## config.mk

```make
export PLATFORM = sky130hd
export DESIGN_NAME = alu_share_arbiter
export DESIGN_NICKNAME = d
export VERILOG_FILES = /design/src/rtl/alu_share_arbiter.sv
export SDC_FILE = /design/constraint.sdc
export NUM_CORES = 1
export LEC_CHECK = 0
export ABC_AREA = 1
export BUFFER_PORTS_ARGS = -buffer_cell sky130_fd_sc_hd__buf_2
export CORE_ASPECT_RATIO = 1.1
export CORE_MARGIN = 10
export CORE_UTILIZATION = 40
export DETAILED_ROUTE_END_ITERATION = 8
export GPL_TIMING_DRIVEN = 0
export PLACE_DENSITY = 0.85
export SETUP_SLACK_MARGIN = 0.2
export SLEW_MARGIN = 15
export SYNTH_ARGS = -nofsm -noshare
export SYNTH_HDL_FRONTEND = slang
export SYNTH_SLANG_ARGS = --single-unit
```

## constraint.sdc

```tcl
create_clock -name CLK -period 4.2 [get_ports CLK]
set_input_delay 0 -clock CLK [delete_from_list [all_inputs] [get_ports CLK]]
set_output_delay 0 -clock CLK [all_outputs]
set_load 0.01 [all_outputs]
```

## src/rtl/alu_share_arbiter.sv

```systemverilog
// Round-robin arbiter sharing one external combinational ALU between two requesters.
// One op in flight; operands and result are registered around the ALU.
module alu_share_arbiter #(
    parameter int WIDTH  = 32,
    parameter int CTRL_W = 4
) (
    input  logic              CLK,
    input  logic              Reset,
    input  logic              Req0Valid,
    output logic              Req0Ready,
    input  logic [WIDTH-1:0]  Req0A,
    input  logic [WIDTH-1:0]  Req0B,
    input  logic [CTRL_W-1:0] Req0Ctrl,
    input  logic              Req1Valid,
    output logic              Req1Ready,
    input  logic [WIDTH-1:0]  Req1A,
    input  logic [WIDTH-1:0]  Req1B,
    input  logic [CTRL_W-1:0] Req1Ctrl,
    output logic              Rsp0Valid,
    input  logic              Rsp0Ready,
    output logic              Rsp1Valid,
    input  logic              Rsp1Ready,
    output logic [WIDTH-1:0]  RspData,
    output logic              RspZero,
    output logic [WIDTH-1:0]  AluBusA,
    output logic [WIDTH-1:0]  AluBusB,
    output logic [CTRL_W-1:0] AluCtrl,
    input  logic [WIDTH-1:0]  AluBusW,
    input  logic              AluZero
);

    localparam int NUM_REQ = 2;

    typedef enum logic [1:0] {IDLE, EXEC, RESP} state_t;

    state_t state, state_nxt;

    logic                            pri;
    logic                            gnt;
    logic [WIDTH-1:0]                op_a;
    logic [WIDTH-1:0]                op_b;
    logic [CTRL_W-1:0]               op_ctrl;
    logic [WIDTH-1:0]                rsp_data;
    logic                            rsp_zero;

    logic [NUM_REQ-1:0]              req_valid;
    logic [NUM_REQ-1:0]              grant;
    logic [NUM_REQ-1:0]              req_ready;
    logic [NUM_REQ-1:0]              rsp_ready;
    logic [NUM_REQ-1:0]              rsp_valid;
    logic [NUM_REQ-1:0][WIDTH-1:0]   req_a;
    logic [NUM_REQ-1:0][WIDTH-1:0]   req_b;
    logic [NUM_REQ-1:0][CTRL_W-1:0]  req_ctrl;

    logic                            accept;
    logic                            sel;
    logic                            rsp_fire;

    assign req_valid = {Req1Valid, Req0Valid};
    assign rsp_ready = {Rsp1Ready, Rsp0Ready};
    assign req_a     = {Req1A, Req0A};
    assign req_b     = {Req1B, Req0B};
    assign req_ctrl  = {Req1Ctrl, Req0Ctrl};

    // A lone requester always wins; on contention PRI names the winner.
    assign grant[0] = req_valid[0] & (~req_valid[1] | ~pri);
    assign grant[1] = req_valid[1] & (~req_valid[0] |  pri);
    assign sel      = grant[1];
    assign accept   = (state == IDLE) & (|grant);
    assign rsp_fire = (state == RESP) & rsp_ready[gnt];

    // Ready is masked during reset so a requester never sees a phantom accept.
    for (genvar i = 0; i < NUM_REQ; i++) begin : g_port
        assign req_ready[i] = (state == IDLE) & grant[i] & ~Reset;
        assign rsp_valid[i] = (state == RESP) & (gnt == 1'(i));
    end

    assign Req0Ready = req_ready[0];
    assign Req1Ready = req_ready[1];
    assign Rsp0Valid = rsp_valid[0];
    assign Rsp1Valid = rsp_valid[1];
    assign RspData   = rsp_data;
    assign RspZero   = rsp_zero;

    // ALU inputs come straight from flops so they only move on an accept.
    assign AluBusA = op_a;
    assign AluBusB = op_b;
    assign AluCtrl = op_ctrl;

    always_comb begin
        state_nxt = state;
        case (state)
            IDLE:    if (accept)   state_nxt = EXEC;
            EXEC:                  state_nxt = RESP;
            RESP:    if (rsp_fire) state_nxt = IDLE;
            default:               state_nxt = IDLE;
        endcase
    end

    always_ff @(posedge CLK or posedge Reset) begin
        if (Reset) begin
            state <= IDLE;
        end else begin
            state <= state_nxt;
        end
    end

    always_ff @(posedge CLK or posedge Reset) begin
        if (Reset) begin
            pri     <= 1'b0;
            gnt     <= 1'b0;
            op_a    <= '0;
            op_b    <= '0;
            op_ctrl <= '0;
        end else if (accept) begin
            pri     <= ~sel;
            gnt     <= sel;
            op_a    <= req_a[sel];
            op_b    <= req_b[sel];
            op_ctrl <= req_ctrl[sel];
        end
    end

    always_ff @(posedge CLK or posedge Reset) begin
        if (Reset) begin
            rsp_data <= '0;
            rsp_zero <= 1'b0;
        end else if (state == EXEC) begin
            rsp_data <= AluBusW;
            rsp_zero <= AluZero;
        end
    end

endmodule

```

==> results.yml, run 1 <==
cells_and_area:
  ff_latch_area_um2: 2630
  stdcell_area_um2: 8660
  area_delta_synth_final_pct: 71.3
  multi_input_area_um2: 1950
  layout-drive-gt1-share_pct: 30.7
  fillers: 907
  nets: 1255
  utilization_pct: 69.4
worst_hold_path:
  min_path_cells: 5
  hp-class: "primary input to flip-flop"
  min-delay-start: "Req0A[14]"
  min_to: "AluBusA[14]"
critical_path:
  cp.arrival_ns: 2.43
  critPathCaptureType: "flip-flop"
  start_kind: "flip-flop"
  r2r_cells: 6
  cp_data_required_time_ns: 4.48
  critPathBufInv: 3
  r2r_start: "state[0]"
  cp.depth: 6
  worstPathCellList: "buf_4 > nor2_8 > clkbuf_1 > nand4_1 > nand3_1 > dlygate4sd3_1"
  path_delay_family: "buffers and inverters"
  ff2ff_setup_slack_ns: 2.05
  crit_type: "flip-flop to flip-flop"
  r2r-end: "AluBusB[21]"
  max_stage_delay_ns: 0.59
  path_max_fanout: 10
  slowest_stage: "dlygate4sd3_1"
synthesis:
  synth_area_leaders: "dfrtp_1 52%, nand3_1 19%, nand2_1 12%"
  synth_common_cells: "192 x nand3_1, 164 x nand2_1, 105 x dfrtp_1"
  synthArstFlopShare_pct: 100
  yosys.area.top_type: "dfrtp_1"
  synthesis.area_um2: 5060
  ys_ff_latch: 105
  yosysMostFrequentCell: "nand3_1"
  synth_edf_count: 0
  synth_top_area_share_pct: 52.0
  synth_nets: 798
  synth_warnings: 0
  avgSynthCellArea_um2: 8.12
  synthCells: 623
  ys.flop_type: "dfrtp_1"
  yosysSeqAreaShare_pct: 52.0
  yosysUniqueCellTypes: 17
placed_design:
  dp_hpwl_mm: 15.0
  place_area_um2: 6670
  port_buffers: 277
  gp_congestion: 0.871
sta:
  tightest_slew_ns: 0.498
  setup_violations: 0
  relSlewSlack_pct: 66.8
  drv_slew: 0
  finalSetupTns_ns: 0
  min_period_ns: 2.15
  rsz0062_at_grt: "false"
  holdWs_ns: 0.0591
  skew_ns: 0.0157
  fin_crit_sh_pct: 51.3
  hold_viol_final: 0
  max_clock_freq_mhz: 464
clocking:
  cts-root-buf: "clkbuf_16"
  clock_sinks: 105
  clk_pin_slew_ns: 0.07
  cts_setup_buffers: 0
  cts-hold-fix-buffers: 168
  cts_tree: "yes"
  cts_resized: 0
  clk_latency_ns: 0.36
  cts_buffers: 9
  clockBufferDepth: 2
  htreeDepth: 3
die:
  row_count: 43
  io-pin-count: 280
  start_util_pct: 40.5
  dieArea_um2: 17500
  dieWidth_um: 127
  die_y_um: 138
  coreArea_um2: 12500
detailed_routing:
  wirelength_mm: 24.9
  drc_errors: 0
  ant_nets: 0
  vias: 6833
  avgViaCountPerCell: 5.48
  wl_per_cell_um: 19.9
  drt-initial-drc-count: 630
  first_pass_iters: 6
pwr:
  power_density_nw_per_um2: 695
  p_sw_mw: 2.57
  power.share.clock_pct: 14.4
  p_total_mw: 6.02
  ir_drop_mv: 0.437
  power.share.switching_pct: 42.7
  combPwrFrac_pct: 55.3
  power_frac_seq_pct: 30.3
  p_int_mw: 3.45
  power.leakage_nw: 4.68
outcome:
  status: "finished, final reports clean"
global_route:
  grt_pass1_wl_mm: 37.8
  grt_pass1_vias: 7100
  grtUsageTotal_pct: 27.0
  antenna_found_initial: 4
  overflow: 0
  grt_max_degree: 59
job:
  drv_cap: 0
==> per-layer routing <==
layer	part of all wire (%)	global-route usage, %	wire length (um)
met3	8.8	8.22	2200
met4	5.1	13.8	1270
met2	50	47.0	12500
met1	36	29.3	8880
met5	0	0	0
==> cells by family (layout without fill, tap and decap cells) <==
kind of cell | count (synthesis) | count (layout) | share of synthesized area [%]
simple gates | 412 | 412 | 38.2
flops | 105 | 105 | 52.0
buf+inv | 103 | 564 | 9.48
compound gates | 3 | 3 | 0.371
other cells | 0 | 6 | 0
==> power by group through the flow <==
stage	registers [mW]	logic, mW	clock network (mW)
floorplan	2.02	1.27	0
finish	1.82	3.33	0.869
global route	1.87	3.60	0.918
detailed placement	1.79	2.61	0
CTS	1.78	3.20	0.868
global placement	1.77	2.54	0
==> registers in the layout, indices dropped and copies added, names as in the netlist <==
name	count
state	2
AluBusB	32
RspZero	1
AluBusA	32
pri	1
RspData	32
gnt	1
AluCtrl	4
==> per-stage QoR <==
stage | cells | worst slack [ns]
floorplan | 623 | 1.44
global placement | 1057 | 0.104
detailed placement | 1058 | 2.71
CTS | 1241 | 2.17
global route | 1244 | 1.97
finish | 1247 | 2.05
==> cell type report <==
class / instances / area share (%)
Timing Repair Buffer: 446 / 35.7
Sequential cell: 105 / 30.3
Multi-Input combinational cell: 415 / 22.5
Buffer: 54 / 3.41
Clock buffer: 10 / 2.76
Tap cell: 157 / 2.27
Inverter: 49 / 2.18
Clock inverter: 5 / 0.650
Antenna cell: 6 / 0.173
==> layout by cell type (no fill, tap or decap), drive strengths merged <==
cell         count
clkinv           3
clkinvlp         1
o21ai            3
inv             49
nand2          165
clkbuf          29
nor2             8
buf            313
diode            6
dlygate4sd3    168
bufinv           1
nand4           47
dfrtp          105
nand3          192
==> worst register-to-register path, stage by stage (launching register included) <==
cell,delay [ns]
dfrtp_1,0.36
buf_4,0.18
nor2_8,0.17
clkbuf_1,0.41
nand4_1,0.23
nand3_1,0.14
dlygate4sd3_1,0.59
==> how the worst max path moves through the flow <==
stage,start,endpoint
after detailed placement,state[0],AluBusA[30]
final,state[0],AluBusB[21]
after floorplan,Reset,AluBusA[0]
after global placement,Reset,AluBusB[4]
after CTS,state[0],AluBusB[28]
after global routing,state[0],AluBusB[22]
Note: power is estimated with default switching activity, not from simulation.
==> inputs of run 2 (changes only) <==
--- a/config.mk
+++ b/config.mk
@@ -12,7 +12,7 @@
 export CORE_UTILIZATION = 40
 export DETAILED_ROUTE_END_ITERATION = 8
 export GPL_TIMING_DRIVEN = 0
-export PLACE_DENSITY = 0.85
+export PLACE_DENSITY = 0.88
 export SETUP_SLACK_MARGIN = 0.2
 export SLEW_MARGIN = 15
 export SYNTH_ARGS = -nofsm -noshare
==> constraint.sdc (replaced) <==
create_clock -name CLK -period 1.9 [get_ports CLK]
set_input_delay 0 -clock CLK [delete_from_list [all_inputs] [get_ports CLK]]
set_output_delay 0 -clock CLK [all_outputs]
set_load 0.01 [all_outputs]
==> run 2 against run 1 <==
Compared with the run above: via count grew 2.9%; utilization grew 0.64 points; non-clock buffer count grew 1; critical path depth shrank 1; sequential share of layout area shrank 0.28 points; clock-buffer cell count grew 2; register-to-register slack lost 1.8 ns; power grew 110%; worst hold slack lost 0.044 ns; cell area grew 0.92%; clock skew shrank 0.0064 ns.
==> results.yml, run 2 (synthesized netlist as in run 1, its figures left out) <==
outcome:
  status: "finished, final reports clean"
pwr:
  p_total_mw: 12.5
  power.share.switching_pct: 44.3
  ir_drop_mv: 0.856
  power_frac_seq_pct: 32.3
  combPwrFrac_pct: 51.8
  p_sw_mw: 5.53
  power.leakage_nw: 4.71
  power_density_nw_per_um2: 1430
  power.share.clock_pct: 15.9
  p_int_mw: 6.94
cells_and_area:
  fillers: 870
  stdcell_area_um2: 8740
  instances_no_fill: 1255
  layout-drive-gt1-share_pct: 31.2
  utilization_pct: 70.0
  nets: 1256
  area_delta_synth_final_pct: 72.9
  layout_commonest_cell: "buf_2"
  final_cell_mix: "297 x buf_2, 192 x nand3_1, 164 x nand2_1"
die:
  row_count: 43
  dieWidth_um: 127
  dieArea_um2: 17500
  io-pin-count: 280
  start_util_pct: 40.5
  die_y_um: 138
  coreArea_um2: 12500
critical_path:
  cp_data_required_time_ns: 2.17
  cp.arrival_ns: 1.90
  crit_type: "flip-flop to flip-flop"
  path_max_fanout: 10
  start_kind: "flip-flop"
  critPathCaptureType: "flip-flop"
sta:
  max_clock_freq_mhz: 613
  drv_slew: 0
  setup_violations: 0
  fin_crit_sh_pct: 85.8
  relSlewSlack_pct: 64.7
  skew_ns: 0.00922
  rsz0062_at_grt: "false"
  hold_viol_final: 0
  min_period_ns: 1.63
  tightest_slew_ns: 0.529
global_route:
  grt_max_degree: 36
  grt_pass1_vias: 7375
  grt_pass1_wl_mm: 39.6
  overflow: 0
  antenna_found_initial: 7
  grtUsageTotal_pct: 28.5
detailed_routing:
  ant_nets: 0
  wirelength_mm: 26.1
  avgViaCountPerCell: 5.60
  drc_errors: 0
  wl_met3_mm: 2.65
  drt-initial-drc-count: 858
  wl_per_cell_um: 20.8
  m1WireLength_mm: 8.68
  top_layer: "met4"
  vias: 7030
  wl_met2_mm: 12.9
  first_pass_iters: 5
clocking:
  clk_pin_slew_ns: 0.07
  cts-root-buf: "clkbuf_16"
  clock_sinks: 105
  htreeDepth: 3
  clk_latency_ns: 0.34
  cts_tree: "yes"
  cts_buffers: 9
  clockBufferDepth: 2
placed_design:
  dp_hpwl_mm: 14.9
  place_area_um2: 6700
  port_buffers: 277
  place_inst: 1060
  gp_congestion: 0.851
worst_hold_path:
  hp-class: "primary input to flip-flop"
job:
  drv_cap: 0
run 2: changes by cell type in the layout (fill, tap and decap cells not counted), sizes merged:
cell	before	now
buf	313	318
clkbuf	29	32
clkinv	3	1
diode	6	13
dlygate4sd3	168	163
run 2: critical path: stages (launching register included):
cell and delay, ns:
dfrtp_1 0.36, buf_4 0.18, nor2_8 0.20, clkbuf_1 0.43, nand4_1 0.23, nand3_1 0.16
run 2: what timing repair did:
item                       CTS  global route
setup buffers                0             3
gates resized for setup      0             4
hold buffers               163             0
hold endpoints to repair   169             0
setup endpoints to repair    0             2
run 2: worst paths after layout:
check	from	endpoint	slack [ns]	depth (start not counted)
min	Req1Ctrl[0]	AluCtrl[0]	0.01	5
max in group asynchronous	Reset	AluBusB[0]	0.89	5
min reg2reg	RspData[28]	RspData[28]	0.47	2
max reg2reg	state[0]	AluBusB[20]	0.27	5
min in group asynchronous	Reset	AluBusB[29]	0.27	3
max	state[0]	AluBusB[20]	0.27	5
run 2: area by class of cell:
| cell class | count | area, um2 | share of cell area (%) |
|---|---|---|---|
| sequential | 105 | 2630 | 30.1 |
| clock buffer | 12 | 267 | 3.05 |
| multi-input combinational | 415 | 1950 | 22.3 |
| antenna | 13 | 32.5 | 0.372 |
| timing repair buffer | 447 | 3130 | 35.7 |
| tap | 157 | 196 | 2.25 |
| inverter | 49 | 188 | 2.15 |
| buffer | 54 | 310 | 3.55 |
| clock inverter | 3 | 47.5 | 0.544 |
run 2: layer usage:
metal / GRT usage [%] / vias up
met5: 0 / -
met4: 20.7 / 0
met3: 9.52 / 180
met2: 48.4 / 618
met1: 29.1 / 3222
li1: - / 3010
run 2: power by group through the flow:
| stage | combinational (mW) | sequential [mW] | clock, mW |
|---|---|---|---|
| 2_1_floorplan | 2.81 | 4.46 | 0 |
| 3_3_place_gp | 5.61 | 3.90 | 0 |
| 3_5_place_dp | 5.73 | 3.94 | 0 |
| 4_1_cts | 6.02 | 3.93 | 1.98 |
| 5_1_grt | 7.02 | 4.12 | 2.09 |
| 6_report | 6.46 | 4.03 | 1.99 |
run 2: through the flow:
stage | setup WS (ns) | TNS [ns] | hold slack (ns)
floorplan | 0.640 | 0 | 0.0475
global placement | -0.117 | -11.41 | 0.228
detailed placement | 0.421 | 0 | 0.0374
CTS | 0.217 | 0 | 0.000194
global route | 0.199 | 0 | 0.0366
finish | 0.269 | 0 | 0.0148
==> inputs of run 3 (changes only) <==
--- a/config.mk
+++ b/config.mk
@@ -13,7 +13,7 @@
 export DETAILED_ROUTE_END_ITERATION = 8
 export GPL_TIMING_DRIVEN = 0
 export PLACE_DENSITY = 0.88
-export SETUP_SLACK_MARGIN = 0.2
+export SETUP_SLACK_MARGIN = 0.4
 export SLEW_MARGIN = 15
 export SYNTH_ARGS = -nofsm -noshare
 export SYNTH_HDL_FRONTEND = slang
==> run 3 against run 2 <==
Compared with the run above: sequential power barely moved; die area stayed put; critical path depth stayed put; register-to-register slack improved by 0.20 ns; non-clock buffer count up 5; clock-buffer cell count is the same; first-iteration DRC count shrank 14%; clock power about the same; sequential cell count unchanged; power is 1.1% higher; worst hold slack improved by 0.0089 ns.
==> results.yml, run 3 (synthesized netlist as in run 1, its figures left out) <==
outcome:
  status: "finished, final reports clean"
detailed_routing:
  ant_nets: 0
  avgViaCountPerCell: 5.53
  first_pass_iters: 6
  wl_per_cell_um: 20.7
  drt-initial-drc-count: 734
  vias: 6956
  drc_errors: 0
  wirelength_mm: 26.0
die:
  dieWidth_um: 127
  start_util_pct: 40.5
  coreArea_um2: 12500
  die_y_um: 138
  dieArea_um2: 17500
  row_count: 43
  io-pin-count: 280
global_route:
  grt_pass1_vias: 7243
  grt_max_degree: 36
  overflow: 0
  grt_pass1_wl_mm: 39.2
  grtUsageTotal_pct: 28.2
  antenna_found_initial: 5
placed_design:
  place_ws_ns: 0.421
  gp_congestion: 0.851
  dp_hpwl_mm: 14.9
  place_area_um2: 6700
  port_buffers: 277
sta:
  fin_ws_ns: 0.467
  rsz0062_at_grt: "true"
  holdWs_ns: 0.0237
  skew_ns: 0.0118
  tightest_slew_ns: 0.545
  drv_slew: 0
  max_clock_freq_mhz: 698
  setup_violations: 0
  fin_crit_sh_pct: 75.4
  relSlewSlack_pct: 63.7
  finalSetupTns_ns: 0
  hold_viol_final: 0
  min_period_ns: 1.43
clocking:
  clk_pin_slew_ns: 0.07
  cts_tree: "yes"
  clock_sinks: 105
  htreeDepth: 3
  cts_buffers: 9
  clk_latency_ns: 0.35
  cts-root-buf: "clkbuf_16"
  clockBufferDepth: 2
critical_path:
  critPathLaunch: "pri"
  start_kind: "flip-flop"
  r2r_start: "pri"
  critPathCaptureType: "flip-flop"
  cp_data_required_time_ns: 2.12
  path_max_fanout: 10
  cp.arrival_ns: 1.66
  crit_type: "flip-flop to flip-flop"
pwr:
  p_total_mw: 12.6
  ir_drop_mv: 0.853
  power_density_nw_per_um2: 1430
  power.leakage_nw: 4.76
worst_hold_path:
  min-delay-start: "Req1Ctrl[0]"
  hp-class: "primary input to flip-flop"
cells_and_area:
  nets: 1261
  fillers: 871
  layout-drive-gt1-share_pct: 32.3
  area_delta_synth_final_pct: 74.7
  multi_input_area_um2: 1990
  stdcell_area_um2: 8830
  final_cell_mix: "296 x buf_2, 191 x nand3_1, 163 x dlygate4sd3_1"
  layout_commonest_cell: "buf_2"
  ff_latch_area_um2: 2630
job:
  drv_cap: 0
==> run 3: cell types whose count changed in the layout (fill, tap and decap cells not counted), sizes merged <==
cell   change
buf        +5
diode      -1
==> run 3: metal layers <==
metal  wire, um  part of all wire (%)  GRT usage, %
met1       8800                    34          29.7
met2      13000                    50          48.4
met3       2460                   9.5          8.22
met4       1770                   6.8          18.8
met5          0                     0             0
==> run 3: worst paths after layout <==
path | endpoint | slack, ns | depth (start not counted)
worst min-delay path | AluCtrl[0] | 0.02 | 5
max in group asynchronous | state[1] | 0.87 | 5
worst max-delay path | AluBusA[18] | 0.47 | 5
worst min register to register | RspData[24] | 0.47 | 2
min in group asynchronous | AluBusA[2] | 0.28 | 3
worst max register to register | AluBusA[18] | 0.47 | 5
==> run 3: worst max-delay path: stages, from the launching register on <==
cell      delay [ns]
dfrtp_1         0.41
nand2_4         0.14
clkbuf_1        0.43
nand3_1         0.14
nand3_1         0.13
nand2_1         0.07
==> run 3: power breakdown <==
part	switching, mW	internal [mW]	leakage (nW)	total [mW]
sequential	0.664	3.36	1.28	4.03
clock	0.862	1.13	0.155	1.99
combinational	4.03	2.54	3.32	6.58
total	5.56	7.04	4.76	12.6
==> run 3: cell type report <==
type | instances | area share (%)
Multi-Input combinational cell | 415 | 22.5
Clock buffer | 12 | 3.02
Tap cell | 157 | 2.22
Timing Repair Buffer | 452 | 35.7
Clock inverter | 3 | 0.538
Inverter | 49 | 2.15
Buffer | 54 | 3.74
Antenna cell | 12 | 0.340
Sequential cell | 105 | 29.8
==> run 3: timing repair <==
| action | CTS | global route |
|---|---|---|
| cloned | 0 | 1 |
| setup endpoints to repair | 2 | 47 |
| hold buffers | 163 | 0 |
| resized for setup | 9 | 15 |
| buffers inserted | 4 | 4 |
| endpoints found under the hold margin | 169 | 0 |
| pin swaps | 1 | 2 |
==> run 3: per-stage QoR <==
step / cells / utilization (%)
finish: 1259 / 70.8
global route: 1252 / 70.6
global placement: 1057 / 53.2
detailed placement: 1060 / 53.7
CTS: 1242 / 69.8
floorplan: 623 / -
